## config.mk

```make
export PLATFORM = sky130hd
export DESIGN_NAME = ask_frame_ctrl_flat
export DESIGN_NICKNAME = d
export VERILOG_FILES = /design/src/rtl/ask_frame_ctrl_if.sv /design/src/rtl/ask_frame_ctrl.sv /design/src/flat_wrapper.sv
export SDC_FILE = /design/constraint.sdc
export NUM_CORES = 1
export LEC_CHECK = 0
export CORE_AREA = 2 2 75 77
export CTS_CLUSTER_SIZE = 16
export DETAILED_ROUTE_END_ITERATION = 12
export DIE_AREA = 0 0 77 79
export GPL_TIMING_DRIVEN = 0
export PLACE_DENSITY_LB_ADDON = 0.08
export SYNTH_ARGS = -nofsm -noshare
export SYNTH_HDL_FRONTEND = slang
export SYNTH_SLANG_ARGS = --single-unit
```

## constraint.sdc

```tcl
create_clock -name clk -period 2.8 [get_ports clk]
set_input_delay 0.56 -clock clk [delete_from_list [all_inputs] [get_ports clk]]
set_output_delay 0.56 -clock clk [all_outputs]
set_load 0.03 [all_outputs]
```

## src/rtl/ask_frame_ctrl_if.sv

```systemverilog
// Payload delivery and frame status bundle between the ASK frame
// sequencer (master) and the downstream byte consumer (slave).
interface ask_frame_ctrl_if #(
    parameter int PACKLEN = 8
);
    logic [PACKLEN-1:0] data;
    logic               data_valid;
    logic               data_ready;
    logic               frame_done;
    logic [2:0]         frame_err;

    modport master (
        output data,
        output data_valid,
        output frame_done,
        output frame_err,
        input  data_ready
    );

    modport slave (
        input  data,
        input  data_valid,
        input  frame_done,
        input  frame_err,
        output data_ready
    );
endinterface

```

## src/rtl/ask_frame_ctrl.sv

```systemverilog
// Frame-level sequencer for the ASK receive path.
// Arms the preamble correlator, restarts the symbol clock on preamble lock,
// gates the syncword correlator, then assembles a length byte, LEN payload
// bytes and an XOR checksum byte. Payload bytes leave over a valid/ready
// port; one frame_done pulse with a held error code closes each frame.
module ask_frame_ctrl #(
    parameter int PACKLEN      = 8,
    parameter int MAX_LEN      = 16,
    parameter int SYNC_TIMEOUT = 24
) (
    input  logic             clk,
    input  logic             reset,
    input  logic             abort,
    input  logic             preamble_hit,
    input  logic             sync_hit,
    input  logic             symb_tick,
    input  logic             bit_in,
    output logic             prm_en,
    output logic             sync_en,
    output logic             resync,
    ask_frame_ctrl_if.master bus
);

    localparam int TW = $clog2(SYNC_TIMEOUT + 1);
    localparam int BW = (PACKLEN > 1) ? $clog2(PACKLEN) : 1;

    localparam logic [TW-1:0]      TMO_LIMIT = TW'(SYNC_TIMEOUT);
    localparam logic [BW-1:0]      BIT_LAST  = BW'(PACKLEN - 1);
    localparam logic [PACKLEN-1:0] LEN_MAX   = PACKLEN'(MAX_LEN);
    localparam logic [PACKLEN-1:0] BYTE_ZERO = {PACKLEN{1'b0}};
    localparam logic [PACKLEN-1:0] BYTE_ONE  = PACKLEN'(1);

    localparam logic [2:0] ERR_OK      = 3'd0;
    localparam logic [2:0] ERR_TIMEOUT = 3'd1;
    localparam logic [2:0] ERR_BADLEN  = 3'd2;
    localparam logic [2:0] ERR_CSUM    = 3'd3;
    localparam logic [2:0] ERR_OVERRUN = 3'd4;

    typedef enum logic [2:0] {
        ST_IDLE    = 3'd0,
        ST_HUNT    = 3'd1,
        ST_LEN     = 3'd2,
        ST_PAYLOAD = 3'd3,
        ST_CHK     = 3'd4
    } state_t;

    // Running XOR checksum over the length byte and every payload byte.
    function automatic logic [PACKLEN-1:0] csum_update(
        input logic [PACKLEN-1:0] acc,
        input logic [PACKLEN-1:0] value
    );
        return acc ^ value;
    endfunction

    // Bits arrive MSB first, so each new symbol enters at the LSB.
    function automatic logic [PACKLEN-1:0] shift_in(
        input logic [PACKLEN-1:0] sr,
        input logic               b
    );
        return {sr[PACKLEN-2:0], b};
    endfunction

    state_t             state_r;
    state_t             state_s;
    logic [TW-1:0]      tmo_r;
    logic [TW-1:0]      tmo_s;
    logic [TW-1:0]      tmo_inc_s;
    logic [BW-1:0]      bit_cnt_r;
    logic [BW-1:0]      bit_cnt_s;
    logic [PACKLEN-1:0] shreg_r;
    logic [PACKLEN-1:0] shreg_s;
    logic [PACKLEN-1:0] len_r;
    logic [PACKLEN-1:0] len_s;
    logic [PACKLEN-1:0] rem_r;
    logic [PACKLEN-1:0] rem_s;
    logic [PACKLEN-1:0] csum_r;
    logic [PACKLEN-1:0] csum_s;
    logic [PACKLEN-1:0] data_r;
    logic [PACKLEN-1:0] data_s;
    logic               data_valid_r;
    logic               data_valid_s;
    logic               frame_done_r;
    logic               frame_done_s;
    logic [2:0]         frame_err_r;
    logic [2:0]         frame_err_s;
    logic               resync_r;
    logic               resync_s;
    logic               prm_en_r;
    logic               sync_en_r;
    logic [PACKLEN-1:0] byte_s;
    logic               byte_end_s;

    // The byte as it stands once the current symbol is shifted in.
    assign byte_s     = shift_in(shreg_r, bit_in);
    assign byte_end_s = symb_tick && (bit_cnt_r == BIT_LAST);
    assign tmo_inc_s  = (tmo_r == TMO_LIMIT) ? tmo_r : (tmo_r + TW'(1));

    assign prm_en         = prm_en_r;
    assign sync_en        = sync_en_r;
    assign resync         = resync_r;
    assign bus.data       = data_r;
    assign bus.data_valid = data_valid_r;
    assign bus.frame_done = frame_done_r;
    assign bus.frame_err  = frame_err_r;

    // State register for the frame sequencer.
    always_ff @(posedge clk or negedge reset) begin
        if (!reset) begin
            state_r <= ST_IDLE;
        end else begin
            state_r <= state_s;
        end
    end

    // Next-state and next-datapath logic; abort overrides every other event.
    always_comb begin
        state_s      = state_r;
        tmo_s        = tmo_r;
        bit_cnt_s    = bit_cnt_r;
        shreg_s      = shreg_r;
        len_s        = len_r;
        rem_s        = rem_r;
        csum_s       = csum_r;
        data_s       = data_r;
        data_valid_s = (data_valid_r && bus.data_ready) ? 1'b0 : data_valid_r;
        frame_done_s = 1'b0;
        frame_err_s  = frame_err_r;
        resync_s     = 1'b0;

        case (state_r)
            ST_IDLE: begin
                if (preamble_hit) begin
                    state_s  = ST_HUNT;
                    resync_s = 1'b1;
                    tmo_s    = {TW{1'b0}};
                end else begin
                    state_s = ST_IDLE;
                end
            end

            ST_HUNT: begin
                if (sync_hit) begin
                    // A coincident tick is deliberately not counted.
                    state_s   = ST_LEN;
                    bit_cnt_s = {BW{1'b0}};
                    csum_s    = BYTE_ZERO;
                    shreg_s   = BYTE_ZERO;
                end else if (preamble_hit) begin
                    resync_s = 1'b1;
                    tmo_s    = {TW{1'b0}};
                end else if (symb_tick) begin
                    tmo_s = tmo_inc_s;
                    if (tmo_inc_s == TMO_LIMIT) begin
                        state_s      = ST_IDLE;
                        frame_done_s = 1'b1;
                        frame_err_s  = ERR_TIMEOUT;
                    end else begin
                        state_s = ST_HUNT;
                    end
                end else begin
                    state_s = ST_HUNT;
                end
            end

            ST_LEN: begin
                if (symb_tick) begin
                    shreg_s = byte_s;
                    if (byte_end_s) begin
                        bit_cnt_s = {BW{1'b0}};
                        len_s     = byte_s;
                        csum_s    = byte_s;
                        if ((byte_s == BYTE_ZERO) || (byte_s > LEN_MAX)) begin
                            state_s      = ST_IDLE;
                            frame_done_s = 1'b1;
                            frame_err_s  = ERR_BADLEN;
                        end else begin
                            state_s = ST_PAYLOAD;
                            rem_s   = byte_s;
                        end
                    end else begin
                        bit_cnt_s = bit_cnt_r + BW'(1);
                    end
                end else begin
                    state_s = ST_LEN;
                end
            end

            ST_PAYLOAD: begin
                if (symb_tick) begin
                    shreg_s = byte_s;
                    if (byte_end_s) begin
                        bit_cnt_s = {BW{1'b0}};
                        if (data_valid_r && !bus.data_ready) begin
                            // Previous byte still unclaimed: the frame is lost.
                            state_s      = ST_IDLE;
                            data_valid_s = 1'b0;
                            frame_done_s = 1'b1;
                            frame_err_s  = ERR_OVERRUN;
                        end else begin
                            data_s       = byte_s;
                            data_valid_s = 1'b1;
                            csum_s       = csum_update(csum_r, byte_s);
                            rem_s        = rem_r - BYTE_ONE;
                            if (rem_r == BYTE_ONE) begin
                                state_s = ST_CHK;
                            end else begin
                                state_s = ST_PAYLOAD;
                            end
                        end
                    end else begin
                        bit_cnt_s = bit_cnt_r + BW'(1);
                    end
                end else begin
                    state_s = ST_PAYLOAD;
                end
            end

            ST_CHK: begin
                if (symb_tick) begin
                    shreg_s = byte_s;
                    if (byte_end_s) begin
                        bit_cnt_s    = {BW{1'b0}};
                        state_s      = ST_IDLE;
                        frame_done_s = 1'b1;
                        if (byte_s == csum_r) begin
                            frame_err_s = ERR_OK;
                        end else begin
                            frame_err_s = ERR_CSUM;
                        end
                    end else begin
                        bit_cnt_s = bit_cnt_r + BW'(1);
                    end
                end else begin
                    state_s = ST_CHK;
                end
            end

            default: begin
                state_s = ST_IDLE;
            end
        endcase

        if (abort) begin
            state_s      = ST_IDLE;
            data_valid_s = 1'b0;
            frame_done_s = 1'b0;
            frame_err_s  = frame_err_r;
            resync_s     = 1'b0;
            bit_cnt_s    = {BW{1'b0}};
            tmo_s        = {TW{1'b0}};
        end else begin
            state_s = state_s;
        end
    end

    // Datapath and output registers; correlator enables follow the next state.
    always_ff @(posedge clk or negedge reset) begin
        if (!reset) begin
            tmo_r        <= {TW{1'b0}};
            bit_cnt_r    <= {BW{1'b0}};
            shreg_r      <= BYTE_ZERO;
            len_r        <= BYTE_ZERO;
            rem_r        <= BYTE_ZERO;
            csum_r       <= BYTE_ZERO;
            data_r       <= BYTE_ZERO;
            data_valid_r <= 1'b0;
            frame_done_r <= 1'b0;
            frame_err_r  <= ERR_OK;
            resync_r     <= 1'b0;
            prm_en_r     <= 1'b0;
            sync_en_r    <= 1'b0;
        end else begin
            tmo_r        <= tmo_s;
            bit_cnt_r    <= bit_cnt_s;
            shreg_r      <= shreg_s;
            len_r        <= len_s;
            rem_r        <= rem_s;
            csum_r       <= csum_s;
            data_r       <= data_s;
            data_valid_r <= data_valid_s;
            frame_done_r <= frame_done_s;
            frame_err_r  <= frame_err_s;
            resync_r     <= resync_s;
            prm_en_r     <= (state_s == ST_IDLE);
            sync_en_r    <= (state_s == ST_HUNT);
        end
    end

endmodule

```

## src/flat_wrapper.sv

```systemverilog
// flat-port wrapper written by rule: the top's interface ports become plain ports
module ask_frame_ctrl_flat 
#(
    parameter int PACKLEN      = 8,
    parameter int MAX_LEN      = 16,
    parameter int SYNC_TIMEOUT = 24
)
  (clk, reset, abort, preamble_hit, sync_hit, symb_tick, bit_in, prm_en, sync_en, resync, bus_data, bus_data_valid, bus_frame_done, bus_frame_err, bus_data_ready);
  ask_frame_ctrl_if #(.PACKLEN(PACKLEN)) bus_i ();
  input  logic clk;
  input  logic reset;
  input  logic abort;
  input  logic preamble_hit;
  input  logic sync_hit;
  input  logic symb_tick;
  input  logic bit_in;
  output logic prm_en;
  output logic sync_en;
  output logic resync;
  output wire logic [$bits(bus_i.data)-1:0] bus_data;
  output wire logic [$bits(bus_i.data_valid)-1:0] bus_data_valid;
  output wire logic [$bits(bus_i.frame_done)-1:0] bus_frame_done;
  output wire logic [$bits(bus_i.frame_err)-1:0] bus_frame_err;
  input wire logic [$bits(bus_i.data_ready)-1:0] bus_data_ready;
  assign bus_data = bus_i.data;
  assign bus_data_valid = bus_i.data_valid;
  assign bus_frame_done = bus_i.frame_done;
  assign bus_frame_err = bus_i.frame_err;
  assign bus_i.data_ready = bus_data_ready;
  ask_frame_ctrl #(.PACKLEN(PACKLEN), .MAX_LEN(MAX_LEN), .SYNC_TIMEOUT(SYNC_TIMEOUT)) u_core (.clk(clk), .reset(reset), .abort(abort), .preamble_hit(preamble_hit), .sync_hit(sync_hit), .symb_tick(symb_tick), .bit_in(bit_in), .prm_en(prm_en), .sync_en(sync_en), .resync(resync), .bus(bus_i));
endmodule
```

==> metrics.md <==
| Metric | Value |
|---|---|
| Drt pass-1 iters | 4 |
| Overflow after GRT | 0 |
| Rel. slew slack | between 40% and 50% |
| Top FF cell, synth | dfrtp_1 |
| R2r setup slk | roughly 0.37 ns |
| Largest delay share family, worst path | buffers and inverters |
| Syn-to-layout area delta | 14.5% |
| VDD IR-drop max | about 0.00024 V |
| Remaining antenna violation count | 0 |
| CTS root buf | clkbuf_8 |
| Routed via count | roughly 2600 |
| Worst min path class | in -> async |
| First-pass GRT wire length | 12.5 mm |
| Yosys warnings | 0 |
| R2r startpoint | u_core.tmo_r[0]$_DFFE_PN0P_ |
| Final worst slack | approximately 0.29 ns |
| Unrepaired setup endpoints after global routing | no |
| Pwr Total | ~1.6 mW |
| Site Rows | 27 |
| Critical path required time | 3.00 ns |
| Critical path fanouts, max | 9 |
| Initial Utilization | 55.5% |
| Htree depth | 2 |
| Core ar. | 5340 um^2 |
| Worst slack, placed | -0.148 ns |
| GP Congestion | 0.874 |
| WL/cell | 16.0 um |
| Synth Area per Inst | 8.64 um^2 |
| # diodes | 0 |
| Die Width | between 70 and 80 um |
| Height of the die | 79 um |
| Initial DRC count | around 220 |
| Clk slew on worst S/H paths | 0.09 ns |
| Buffer count from post-CTS setup fixing | 0 |
| Final wirelength | 7.16 mm |
| CP max-delay cell | clkdlybuf4s50_1 |
| I/O Buffers | 23 |
| DP HPWL | 5.16 mm |
| Final nets | between 300 and 400 |
| Buf+Inv Stages, Crit Path | 2 |
| Final hold viol count | 0 |
| Clock Tree Buf Depth | 2 |
| Final hold slack | 0.185 ns |
| Largest stage delay on the critical path | just over 0.6 ns |
| Crit share post-route | 89.6% |
| Min Tclk post-route | 2.51 ns |
| Status | completed |
| RR Endpoint | u_core.bus.frame_err[0]$_DFFE_PN0P_ |
| Cell count after synthesis | around 340 |
| Clock Skew | 0.00793 ns |
| Leakage | 1.41 nW |
| Worst-case reg-to-reg path depth | 7 |
| Worst setup SP type | primary input |
| Fmax achieved | ~0.4 GHz |
| Vias in the first global route | 2534 |
| Share of cells above drive strength 1 | 7.47% |
| Ports | 24 |
| Synth unique cells | 58 |
| Crit path capture type | flop |
| Final std cells w/o fill | 447 |
| CP arrival | about 2.7 ns |
| Sequential share of the synthesized area | 42.2% |
| Critical path type | in -> reg |
| Full die area | roughly 6100 um^2 |
| Largest net degree at the start of global routing | 33 |
| Critical-path cell list | clkdlybuf4s50_1 > and2_1 > and4_1 > clkbuf_1 > a22oi_1 > nor3_1 > and4b_1 |
| Seq cells post-synth | 50 |
| Post-route DRC | 0 |
| Leading cell type in the layout, fill and taps excluded | nand2_1 |
| Clk_lat worst skew | 0.31 ns |
| Async set-reset flop share out of synthesis | 100% |
| Number of enable flip-flop cells after synthesis | 0 |
| All-Layer GR Usage | 26.0% |
| Most frequent cells in the layout | 79 x nand2_1, 50 x dfrtp_1, 22 x clkdlybuf4s50_1, 15 x clkbuf_1, 15 x o21ai_0 |
| Slew Limit Fails | 0 |
| Setup violators final | 0 |
| Via density | 5.89 |
| Antenna violations before repair | 0 |
| Pwr dens | 479 nW/um^2 |
| Net count after synthesis | roughly 360 |
| Clk sinks | 50 |
| CTS tree | built |
| Maxcap violations | 0 |
| CTS buffer count | 5 |
| FILL cells | 488 |
| Placed insts | 439 |
| Mapped Area | 2960 um^2 |
| Worst-margin pin slew | ~0.85 ns |
[layout make-up]
| cell class | count | area [um^2] | area share (%) |
|---|---|---|---|
| clock buffer | 7 | 86.3 | 2.54 |
| inverter | 10 | 37.5 | 1.11 |
| tap | 72 | 90.1 | 2.65 |
| multi-input combinational | 260 | 1570 | 46.4 |
| sequential | 50 | 1250 | 36.9 |
| buffer | 23 | 104 | 3.06 |
| timing repair buffer | 24 | 245 | 7.23 |
| clock inverter | 1 | 5.00 | 0.147 |
[stage by stage]
stage | util (%) | setup TNS [ns] | cell area, um^2
after floorplan | - | 0 | 2960
after global placement | 61.5 | -15.96 | 3280
after detailed placement | 61.8 | -0.196 | 3300
after CTS | 63.5 | 0 | 3390
after global routing | 63.6 | 0 | 3390
final | 63.6 | 0 | 3390
[routing by layer]
metal | GRT usage, % | wire length (um)
met4 | 9.11 | 178
met1 | 35.3 | 3370
met5 | 0 | 0
met2 | 42.0 | 3310
met3 | 4.77 | 304
[repair_timing]
| action | CTS | global route |
|---|---|---|
| hold buffers | 0 | 0 |
| setup endpoints to repair | 0 | 1 |
| resized for setup | 0 | 1 |
[where the power goes]
| part | total [mW] | leakage [nW] | internal [mW] | switching, mW |
|---|---|---|---|---|
| logic | 0.390 | 0.676 | 0.139 | 0.251 |
| clock network | 0.440 | 0.0482 | 0.200 | 0.240 |
| registers | 0.796 | 0.686 | 0.759 | 0.0367 |
| total | 1.63 | 1.41 | 1.10 | 0.528 |
[logic make-up after synthesis]
logic type / after synthesis / share of synthesized area, %
compound gates: 80 / 18.5
fa+ha+maj: 6 / 2.53
xor+xnor: 12 / 3.55
flops: 50 / 42.2
mux: 4 / 1.56
buf+inv: 33 / 4.77
simple gates: 158 / 26.8
[worst max path at each step]
stage	startpoint	to	cells past startpoint
after global placement	reset	u_core.bit_cnt_r[0]$_DFFE_PN0P_	1
after floorplan	u_core.tmo_r[0]$_DFFE_PN0P_	u_core.bus.frame_err[0]$_DFFE_PN0P_	7
after CTS	symb_tick	u_core.sync_en$_DFF_PN0_	6
after global routing	symb_tick	u_core.prm_en$_DFF_PN0_	7
after detailed placement	symb_tick	u_core.sync_en$_DFF_PN0_	6
final	symb_tick	u_core.prm_en$_DFF_PN0_	7
[state kept, by name, indices dropped and copies added, names as in the netlist]
signal	count
u_core.bus.data	8
u_core.csum_r	8
u_core.rem_r	8
u_core.shreg_r	7
u_core.tmo_r	5
u_core.bit_cnt_r	3
u_core.bus.frame_err	3
u_core.state_r	3
u_core.bus.data_valid	1
u_core.bus.frame_done	1
u_core.prm_en	1
u_core.resync	1
u_core.sync_en	1
[worst register-to-register path, cell delays in order (launching register included)]
cell and delay (ns):
dfrtp_1 0.42, inv_1 0.09, ha_1 0.24, nand4b_1 0.19
nor2_1 0.06, o311ai_1 0.75, o32ai_4 0.23, mux2_4 0.35
[cell usage after synthesis, types with 3 or more instances]
cell type / instances / area (um^2)
o21ai_1: 6 / 30.0
a31oi_1: 7 / 43.8
nand4b_1: 9 / 78.8
nor3b_1: 4 / 30.0
ha_1: 6 / 75.1
dfrtp_1: 50 / 1250
xnor2_1: 11 / 96.3
o211ai_1: 12 / 90.1
nand2_1: 79 / 297
or2_2: 3 / 18.8
a211oi_1: 3 / 22.5
clkbuf_1: 14 / 52.6
o21ai_0: 15 / 75.1
nand3_1: 8 / 40.0
nand4_1: 4 / 25.0
nand2b_1: 3 / 18.8
nor3_1: 14 / 70.1
nor2_1: 12 / 45.0
buf_2: 8 / 40.0
inv_1: 9 / 33.8
a22oi_1: 4 / 30.0
o2bb2ai_1: 3 / 26.3
a21oi_1: 12 / 60.1
(Power assumes the default switching activity.)
